## config.mk

```make
export PLATFORM = sky130hd
export DESIGN_NAME = cdb_broadcaster
export DESIGN_NICKNAME = d
export VERILOG_FILES = /design/src/rtl/cdb_broadcaster_pkg.sv /design/src/rtl/cdb_broadcaster_rr_arbiter.sv /design/src/rtl/cdb_broadcaster.sv
export SDC_FILE = /design/constraint.sdc
export NUM_CORES = 1
export LEC_CHECK = 0
export CORE_ASPECT_RATIO = 1.5
export CORE_MARGIN = 1.5
export CORE_UTILIZATION = 45
export DETAILED_ROUTE_END_ITERATION = 6
export HOLD_SLACK_MARGIN = 0.02
export PLACE_DENSITY = 0.71
export SYNTH_ARGS = -nofsm -noshare
export SYNTH_HDL_FRONTEND = slang
export SYNTH_HIERARCHICAL = 1
export SYNTH_SLANG_ARGS = --single-unit
```

## constraint.sdc

```tcl
create_clock -name clock -period 11.7 [get_ports clock]
set_input_delay 2.34 -clock clock [delete_from_list [all_inputs] [get_ports clock]]
set_output_delay 2.34 -clock clock [all_outputs]
set_load 0.03 [all_outputs]
```

## src/rtl/cdb_broadcaster_pkg.sv

```systemverilog
// cdb_broadcaster_pkg: shared ROB/CDB sizing, packet types and ROB age helpers.
package cdb_broadcaster_pkg;
  localparam int ROB_SZ = 8;
  localparam int TAG_W = 4;
  localparam int XLEN = 32;
  typedef struct packed {
    logic valid;
    logic [TAG_W-1:0] rob_tag;
    logic [XLEN-1:0] v;
    logic branch_mispredicted;
    logic [XLEN-1:0] branch_loc;
  } FU_CDB_PACKET;
  typedef struct packed {
    logic valid;
    logic [TAG_W-1:0] rob_tag;
    logic [XLEN-1:0] v;
    logic branch_mispredicted;
    logic [XLEN-1:0] branch_loc;
  } CDB_ROB_PACKET;
  function automatic int age(input logic [TAG_W-1:0] t, input logic [TAG_W-1:0] h);
    return (int'(t) + ROB_SZ - int'(h)) % ROB_SZ;
  endfunction
  function automatic logic younger(input logic [TAG_W-1:0] t, input logic [TAG_W-1:0] br,
                                   input logic [TAG_W-1:0] h);
    return age(t, h) > age(br, h);
  endfunction
endpackage

```

## src/rtl/cdb_broadcaster_rr_arbiter.sv

```systemverilog
// rr_arbiter: combinational round-robin pick starting at ptr, one-hot grant plus winner index.
module rr_arbiter #(
  parameter int NUM_FU = 4,
  parameter int PW = NUM_FU > 1 ? $clog2(NUM_FU) : 1
) (
  input  logic [NUM_FU-1:0] req,
  input  logic [PW-1:0]     ptr,
  output logic [NUM_FU-1:0] grant,
  output logic [PW-1:0]     winner,
  output logic              any
);
  always_comb begin
    winner = '0;
    for (int k = NUM_FU - 1; k >= 0; k--)
      if (req[(int'(ptr) + k) % NUM_FU]) winner = PW'((int'(ptr) + k) % NUM_FU);
  end
  assign any = |req;
  assign grant = any ? NUM_FU'(1) << winner : '0;
endmodule

```

## src/rtl/cdb_broadcaster.sv

```systemverilog
// cdb_broadcaster: per-FU holding slots, round-robin CDB broadcast with branch squash.
// Define CDB_PERF_EN to add saturating busy/conflict cycle counters.
module cdb_broadcaster
  import cdb_broadcaster_pkg::*;
#(
  parameter int NUM_FU = 4
) (
  input  logic                   clock,
  input  logic                   reset,
  input  logic [NUM_FU-1:0]      fu_valid,
  output logic [NUM_FU-1:0]      fu_ready,
  input  logic [NUM_FU*TAG_W-1:0] fu_tag,
  input  logic [NUM_FU*XLEN-1:0] fu_value,
  input  logic [NUM_FU-1:0]      fu_branch_mispredicted,
  input  logic [NUM_FU*XLEN-1:0] fu_branch_loc,
  input  logic [TAG_W-1:0]       rob_head,
  input  logic                   branch_valid,
  input  logic [TAG_W-1:0]       branch_rob_tag,
  output logic                   cdb_valid,
  output logic [TAG_W-1:0]       cdb_tag,
  output logic [XLEN-1:0]        cdb_value,
  output logic                   cdb_branch_mispredicted,
  output logic [XLEN-1:0]        cdb_branch_loc
`ifdef CDB_PERF_EN
  ,
  output logic [31:0]            cdb_busy_cycles,
  output logic [31:0]            cdb_conflict_cycles
`endif
);
  localparam int PW = NUM_FU > 1 ? $clog2(NUM_FU) : 1;
  FU_CDB_PACKET hold [NUM_FU];
  FU_CDB_PACKET hold_n [NUM_FU];
  FU_CDB_PACKET fu_in [NUM_FU];
  CDB_ROB_PACKET cdb, cdb_n;
  logic [PW-1:0] rr_ptr, rr_ptr_n, winner;
  logic [NUM_FU-1:0] req, grant;
  logic any, win_ok;
  rr_arbiter #(.NUM_FU(NUM_FU), .PW(PW)) u_arb (
    .req(req), .ptr(rr_ptr), .grant(grant), .winner(winner), .any(any)
  );
  always_comb begin
    for (int i = 0; i < NUM_FU; i++) begin
      req[i] = hold[i].valid;
      fu_in[i] = '{valid: fu_valid[i], rob_tag: fu_tag[i*TAG_W +: TAG_W],
                   v: fu_value[i*XLEN +: XLEN], branch_mispredicted: fu_branch_mispredicted[i],
                   branch_loc: fu_branch_loc[i*XLEN +: XLEN]};
    end
  end
  assign fu_ready = ~req | grant;
  // A squashed winner is not broadcast and does not move the pointer.
  assign win_ok = any && !(branch_valid && younger(hold[winner].rob_tag, branch_rob_tag, rob_head));
  always_comb begin
    cdb_n = win_ok ? CDB_ROB_PACKET'(hold[winner]) : '0;
    rr_ptr_n = win_ok ? PW'((int'(winner) + 1) % NUM_FU) : rr_ptr;
    for (int i = 0; i < NUM_FU; i++) begin
      hold_n[i] = hold[i];
      if (fu_valid[i] && fu_ready[i])
        hold_n[i] = (fu_in[i].rob_tag != '0 &&
                     !(branch_valid && younger(fu_in[i].rob_tag, branch_rob_tag, rob_head))) ? fu_in[i] : '0;
      else if (grant[i] || (branch_valid && younger(hold[i].rob_tag, branch_rob_tag, rob_head)))
        hold_n[i] = '0;
    end
  end
  always_ff @(posedge clock) begin
    if (reset) begin
      hold <= '{default: '0};
      rr_ptr <= '0;
      cdb <= '0;
    end else begin
      hold <= hold_n;
      rr_ptr <= rr_ptr_n;
      cdb <= cdb_n;
    end
  end
  assign cdb_valid = cdb.valid;
  assign cdb_tag = cdb.rob_tag;
  assign cdb_value = cdb.v;
  assign cdb_branch_mispredicted = cdb.branch_mispredicted;
  assign cdb_branch_loc = cdb.branch_loc;
`ifdef CDB_PERF_EN
  always_ff @(posedge clock) begin
    if (reset) begin
      cdb_busy_cycles <= '0;
      cdb_conflict_cycles <= '0;
    end else begin
      if (cdb_n.valid && ~&cdb_busy_cycles) cdb_busy_cycles <= cdb_busy_cycles + 32'd1;
      if ($countones(req) > 1 && ~&cdb_conflict_cycles) cdb_conflict_cycles <= cdb_conflict_cycles + 32'd1;
    end
  end
`endif
endmodule

```

==> results.md, run 1 <==
* Clk root buf: clkbuf_16
* Area growth syn-to-layout at 34.77%
* Largest net degree at the start of global routing at 68
* Post-CTS Setup Inserts at 0
* Clock Latency Late Sink at 0.53 ns
* Pre-CTS WS at 4.757 ns
* Via/cell ratio at 5.724
* Critical path's most frequent cell: ha_1
* Final Setup Violations at 0
* Peak supply drop at 0.09923 mV
* Status: completed
* Period minus WS final at 6.362 ns
* Synthesis warning total at 6
* CP bufs+invs at 3
* WP data required at 12.09 ns
* Final WL at 45160 um
* CP max FO at 41
* Die width at 150.5 um
* I/O Pins at 365
* CP peak stage delay at 0.61 ns
* Data arrival, critical path at 6.75 ns
* Slew margin rel. at 26.45%
* Buffers on Ports at 364
* Vias in the first global route at 12080
* Synth cell types at 45
* Period utilization at 54.38%
* Max Root-Sink Buffers at 3
* Vias at 11250
* Async set-reset flop share out of synthesis at 0%
* Worst clock skew at 0.01490 ns
* WS Path Type: input pin to register
* Sink Count at 352
* Post-CTS resize count at 0
* Row count at 80
* Prevailing post-synth register cell: dfxtp_1
* Drt drc at 0
* Clock-pin slew of the registers on the worst-case setup and hold paths at 0.06 ns
* DP Wirelength at 29980 um
* Initial core utilization at 45.98%
* # Max-Cap Violations at 0
* First-pass GRT wire length at 68320 um
* CTS H-Tree Depth at 2
* Max-slew violations at 0
* Hold Buf Count CTS at 0
* GPL Wtd Cong at 0.8575
* Placeable Area at 31930 um2
* Remaining Overflow, GRT at 0
* Max Clock Freq at 157.2 MHz
* Detail Route Antenna Nets at 0
* Unrepaired setup endpoints after global routing: no
* Antenna violations before repair at 11
* Post-synth EDFFs at 0
* Die H at 224.2 um
* Crit. End Element: register
* Cell Pwr Density at 189.2 nW/um2
* Tightest Pin Transition at 1.103 ns
* CTS tree: yes
* Post-synthesis net count at 1588
* Final net count at 1922
* Crit path max-delay family: adder cells
* Slowest cell on the critical path: buf_4
* Setup TNS at 0 ns
* CP Launch Type: input pin
* DR iter-0 viols at 569
* Syn Inst Count at 1191
* Die Area at 33740 um2
* Num CTS Buffers at 35
* Register area share after synthesis at 48.00%
* Seq cells post-synth at 352
* Worst setup margin at 5.338 ns
* Wire per inst at 22.97 um
* Layout cells sized above 1 at 10.34%
* Pre-Repair DR Iteration Count at 5
* Fin. Hold Viols at 0
* Lkg Pwr at 7.844 nW
* Avg Cell Area, Syn at 12.33 um2
* Mapped Area at 14680 um2
* Worst path cell trace: clkdlybuf4s50_1 -> inv_1 -> ha_1 -> ha_1 -> fa_1 -> nor3b_1 -> a2111oi_0 -> ha_1 -> or3b_1 -> nand2_1 -> a211o_2 -> buf_4 -> nor2b_1
* Worst Hold Class: register to register
* Overall routing resource usage at 26.69%
==> state kept, by name (all words and copies together) (netlist names) <==
signal	cells
cdb_tag	4
cdb_branch_mispredicted	1
hold	280
cdb_valid	1
cdb_branch_loc	32
rr_ptr	2
cdb_value	32
==> worst reg2reg max path, stage by stage (launching register included) <==
cell	delay, ns
dfxtp_1	0.60
o21ai_1	0.16
o2bb2a_4	0.76
mux4_2	0.61
ha_1	0.29
ha_1	0.21
fa_1	0.52
nor3b_1	0.06
a2111oi_0	0.41
ha_1	0.31
or3b_1	0.40
nand2_1	0.12
a211o_2	0.59
buf_4	0.62
nor2b_1	0.13
==> per-stage QoR <==
| step | power (W) | instance area [um2] | cells | util, % | hold slack, ns |
|---|---|---|---|---|---|
| 2_1_floorplan | 0.002217 | 14680 | 1191 | - | 0.4435 |
| 3_3_place_gp | 0.002600 | 18600 | 1898 | 58.26 | 0.4554 |
| 3_5_place_dp | 0.002623 | 18600 | 1898 | 58.26 | 0.4577 |
| 4_1_cts | 0.003774 | 19770 | 1958 | 61.90 | 0.4775 |
| 5_1_grt | 0.003919 | 19780 | 1965 | 61.96 | 0.4853 |
| 6_report | 0.003744 | 19790 | 1966 | 61.97 | 0.4741 |
==> worst paths after layout <==
kind | from | end | slack, ns | depth (start not counted)
worst min register to register | hold[180]$_SDFFE_PP0P_ | hold[180]$_SDFFE_PP0P_ | 0.47 | 1
worst max-delay path | rob_head[1] | cdb_value[23]$_SDFF_PP0_ | 5.34 | 13
worst min-delay path | hold[180]$_SDFFE_PP0P_ | hold[180]$_SDFFE_PP0P_ | 0.47 | 1
worst max register to register | hold[139]$_SDFFE_PP0P_ | cdb_value[23]$_SDFF_PP0_ | 5.74 | 14
==> placed cells by master, fill, tap and decap left out, drive strengths merged, types with 7 or more instances in the layout <==
master         instances
ha                    96
nor2b                 76
a31oi                 10
clkbuf                46
a2111oi                8
dfxtp                352
nor2                  17
mux4                  70
nand2                 25
a21oi                 11
clkdlybuf4s50        364
buf                   19
a211oi                16
fa                    10
a22o                 277
diode                  8
nand3b                 7
a21o                   7
inv                   75
==> synth_stat cells (2+ instances only) <==
master	count	share of area, %
a2111oi_0	4	0.24
a2111oi_4	4	0.75
a211oi_1	16	0.82
a21o_1	7	0.36
a21oi_1	11	0.37
a22o_1	277	17
a31o_2	2	0.12
a31oi_1	10	0.43
buf_1	2	0.051
buf_2	51	1.7
buf_4	6	0.31
buf_6	6	0.46
clkbuf_1	21	0.54
dfxtp_1	352	48
fa_1	10	1.4
ha_1	96	8.2
inv_1	73	1.9
mux4_2	70	11
nand2_1	25	0.64
nand2b_1	5	0.21
nand3b_1	7	0.36
nand4b_1	4	0.24
nor2_1	17	0.43
nor2b_1	76	3.2
nor3b_1	4	0.20
nor4_1	4	0.17
nor4b_1	4	0.24
o21ai_0	4	0.14
o21ai_1	2	0.068
o21bai_1	2	0.10
o221a_2	2	0.15
or3b_1	4	0.24
==> where the power goes <==
part	total, W	internal (W)	leakage [nW]	switching [W]
Combinational	0.00117	0.000530	4.41	0.000635
Sequential	0.00143	0.00134	2.87	0.0000873
Clock	0.00115	0.000666	0.564	0.000482
Total	0.00374	0.00254	7.84	0.00120
==> routing by layer <==
| metal | GRT usage [%] | up-vias | part of all wire (%) |
|---|---|---|---|
| met3 | 4.990 | 104 | 6.3 |
| li1 | - | 5179 | - |
| met1 | 29.99 | 5557 | 38 |
| met2 | 48.00 | 405 | 51 |
| met4 | 12.56 | 8 | 4.4 |
| met5 | 0 | - | 0.14 |
==> cell families after synthesis <==
kind of cell    synth area share, %
simple gates                  6.110
compound gates                20.52
xor+xnor                    0.05967
buf+inv                       4.960
fa+ha+maj                     9.545
mux                           10.81
flops                         48.00
==> area by class of cell <==
cell class,count,area [um2]
Antenna cell,8,20.02
Tap cell,410,513.0
Clock inverter,14,175.2
Multi-Input combinational cell,680,6983
Fill cell,2577,12140
Timing Repair Buffer,383,3786
Clock buffer,46,988.4
Inverter,73,274.0
Sequential cell,352,7047
Power figures use the tool's default switching activity.
==> run 2, diff against run 1 <==
--- a/config.mk
+++ b/config.mk
@@ -10,7 +10,7 @@
 export CORE_UTILIZATION = 45
 export DETAILED_ROUTE_END_ITERATION = 6
 export HOLD_SLACK_MARGIN = 0.02
-export PLACE_DENSITY = 0.71
+export PLACE_DENSITY = 0.74
 export SYNTH_ARGS = -nofsm -noshare
 export SYNTH_HDL_FRONTEND = slang
 export SYNTH_HIERARCHICAL = 1
==> constraint.sdc (replaced) <==
create_clock -name clock -period 5.3 [get_ports clock]
set_input_delay 1.06 -clock clock [delete_from_list [all_inputs] [get_ports clock]]
set_output_delay 1.06 -clock clock [all_outputs]
set_load 0.03 [all_outputs]
==> run 2 against run 1 <==
Total power rose by 130%. Register-to-register slack worse by 5.3 ns. Sequential share of layout area shrank 0.58 points. Clock power up 130%. Clock skew shrank 0.0031 ns. Non-clock buffer count grew 9. Die area unchanged. Critical path type is now register to register.
==> results.md, run 2 (same netlist as run 1, synthesis figures left out) <==
* Lkg Pwr at 7.985 nW
* Tightest Pin Transition at 0.8731 ns
* Largest Register: hold
* Worst Hold Class: register to register
* Clock-pin slew of the registers on the worst-case setup and hold paths at 0.06 ns
* Remaining Overflow, GRT at 0
* Antenna violations before repair at 10
* Data arrival, critical path at 5.24 ns
* WP data required at 5.70 ns
* Initial core utilization at 45.98%
* CTS H-Tree Depth at 2
* Final Setup Violations at 0
* Drt drc at 0
* Hold Path Depth at 1
* CP max FO at 24
* First-pass GRT wire length at 68190 um
* CP Launch Type: register
* GPL Wtd Cong at 0.8332
* DP Wirelength at 30810 um
* Worst-case reg-to-reg path depth at 15
* Period minus WS final at 4.844 ns
* Detail Route Antenna Nets at 0
* Die Area at 33740 um2
* Final WL at 45160 um
* Vias in the first global route at 12350
* Most frequent cells in the layout: clkdlybuf4s50_1 (364), dfxtp_1 (352), a22o_1 (277)
* Unrepaired setup endpoints after global routing: no
* Area growth syn-to-layout at 36.99%
* Buffers on Ports at 364
* Worst clock skew at 0.01184 ns
* Die H at 224.2 um
* Slew margin rel. at 41.79%
* Fin. Hold Viols at 0
* Overall routing resource usage at 26.40%
* Period utilization at 91.39%
* CP startpoint: rr_ptr[1]$_SDFFE_PP0P_
* Setup TNS at 0 ns
* I/O Pins at 365
* Wire per inst at 22.87 um
* Post-route cell area at 20110 um2
* Placeable Area at 31930 um2
* Hold Path Origin: hold[4]$_SDFFE_PP0P_
* Vias at 11390
* Clock Latency Late Sink at 0.52 ns
* Row count at 80
* Crit. End Element: register
* Die width at 150.5 um
* Post-CTS Setup Inserts at 0
* DR iter-0 viols at 445
* Peak supply drop at 0.2439 mV
* Cell Pwr Density at 424.2 nW/um2
* Most common cell after layout, fill and taps aside: clkdlybuf4s50_1
* Largest net degree at the start of global routing at 67
* Filler Cell Count at 2462
* WS Path Type: register to register
* Post-CTS resize count at 0
* Hold Buf Count CTS at 0
* Worst flop-to-flop path startpoint: rr_ptr[1]$_SDFFE_PP0P_
* # Max-Cap Violations at 0
* Max Clock Freq at 206.5 MHz
* Via/cell ratio at 5.769
* Layout cells sized above 1 at 10.98%
* Clk root buf: clkbuf_16
* Cell Area, Placed at 18850 um2
* CTS tree: yes
* Pre-Repair DR Iteration Count at 5
* Final net count at 1932
* Num CTS Buffers at 36
* Sink Count at 352
* Status: completed
* Max Root-Sink Buffers at 3
* Max-slew violations at 0
* Largest register FFs at 280
-- run 2: cell count changes in the layout (fill, tap and decap cells not counted), moves of 2 or more --
cell	delta
bufinv_16	+4
clkbuf_1	-2
buf_12	+14
clkinv_2	+2
buf_4	-5
-- run 2: layout make-up --
type | count | area, um2 | share of cell area [%]
clock inverter | 17 | 280.3 | 1.393
clock buffer | 43 | 967.2 | 4.809
antenna | 8 | 20.02 | 0.09953
multi-input combinational | 680 | 6983 | 34.72
tap | 410 | 513.0 | 2.551
timing repair buffer | 392 | 4029 | 20.03
inverter | 73 | 274.0 | 1.362
sequential | 352 | 7047 | 35.04
-- run 2: final timing paths --
| kind | to | slack, ns |
|---|---|---|
| setup / recovery | cdb_value[10]$_SDFF_PP0_ | 0.46 |
| hold reg to reg | hold[4]$_SDFFE_PP0P_ | 0.47 |
| setup reg to reg | cdb_value[10]$_SDFF_PP0_ | 0.46 |
| hold / removal | hold[4]$_SDFFE_PP0P_ | 0.47 |
-- run 2: power by group --
part / switching, W / internal, W
registers: 0.000193 / 0.00297
logic: 0.00142 / 0.00126
clock network: 0.00105 / 0.00164
total: 0.00267 / 0.00587
-- run 2: per-stage QoR --
| step | hold WS [ns] | util, % | power, W | std cells | worst slack, ns |
|---|---|---|---|---|---|
| final | 0.4729 | 62.99 | 0.008531 | 1975 | 0.4564 |
| after detailed placement | 0.4584 | 59.02 | 0.005892 | 1907 | 0.2705 |
| after CTS | 0.4752 | 62.93 | 0.008589 | 1967 | 0.4283 |
| after global routing | 0.4841 | 62.98 | 0.008916 | 1974 | 0.1945 |
| after global placement | 0.4550 | 59.02 | 0.005813 | 1907 | 0.2736 |
| after floorplan | 0.4435 | - | 0.004894 | 1191 | 0.3319 |
-- run 2: per-layer routing --
metal | wire (um) | GRT usage (%) | vias up
met5 | 45 | 0 | -
met4 | 2068 | 13.06 | 6
met3 | 2930 | 4.909 | 118
met2 | 23050 | 47.48 | 408
met1 | 17070 | 29.43 | 5678
li1 | - | - | 5184
-- run 2: worst max-delay path, cell delays in order (launching register included) --
cell       delay (ns)
dfxtp_1          0.57
mux2i_1          0.23
o22ai_1          0.12
a31oi_4          0.35
mux4_2           0.39
ha_1             0.32
ha_1             0.22
fa_1             0.51
nor3b_1          0.06
a2111oi_0        0.47
ha_1             0.33
or3b_1           0.39
nand2_1          0.12
a211o_2          0.19
buf_4            0.33
nor2b_1          0.09
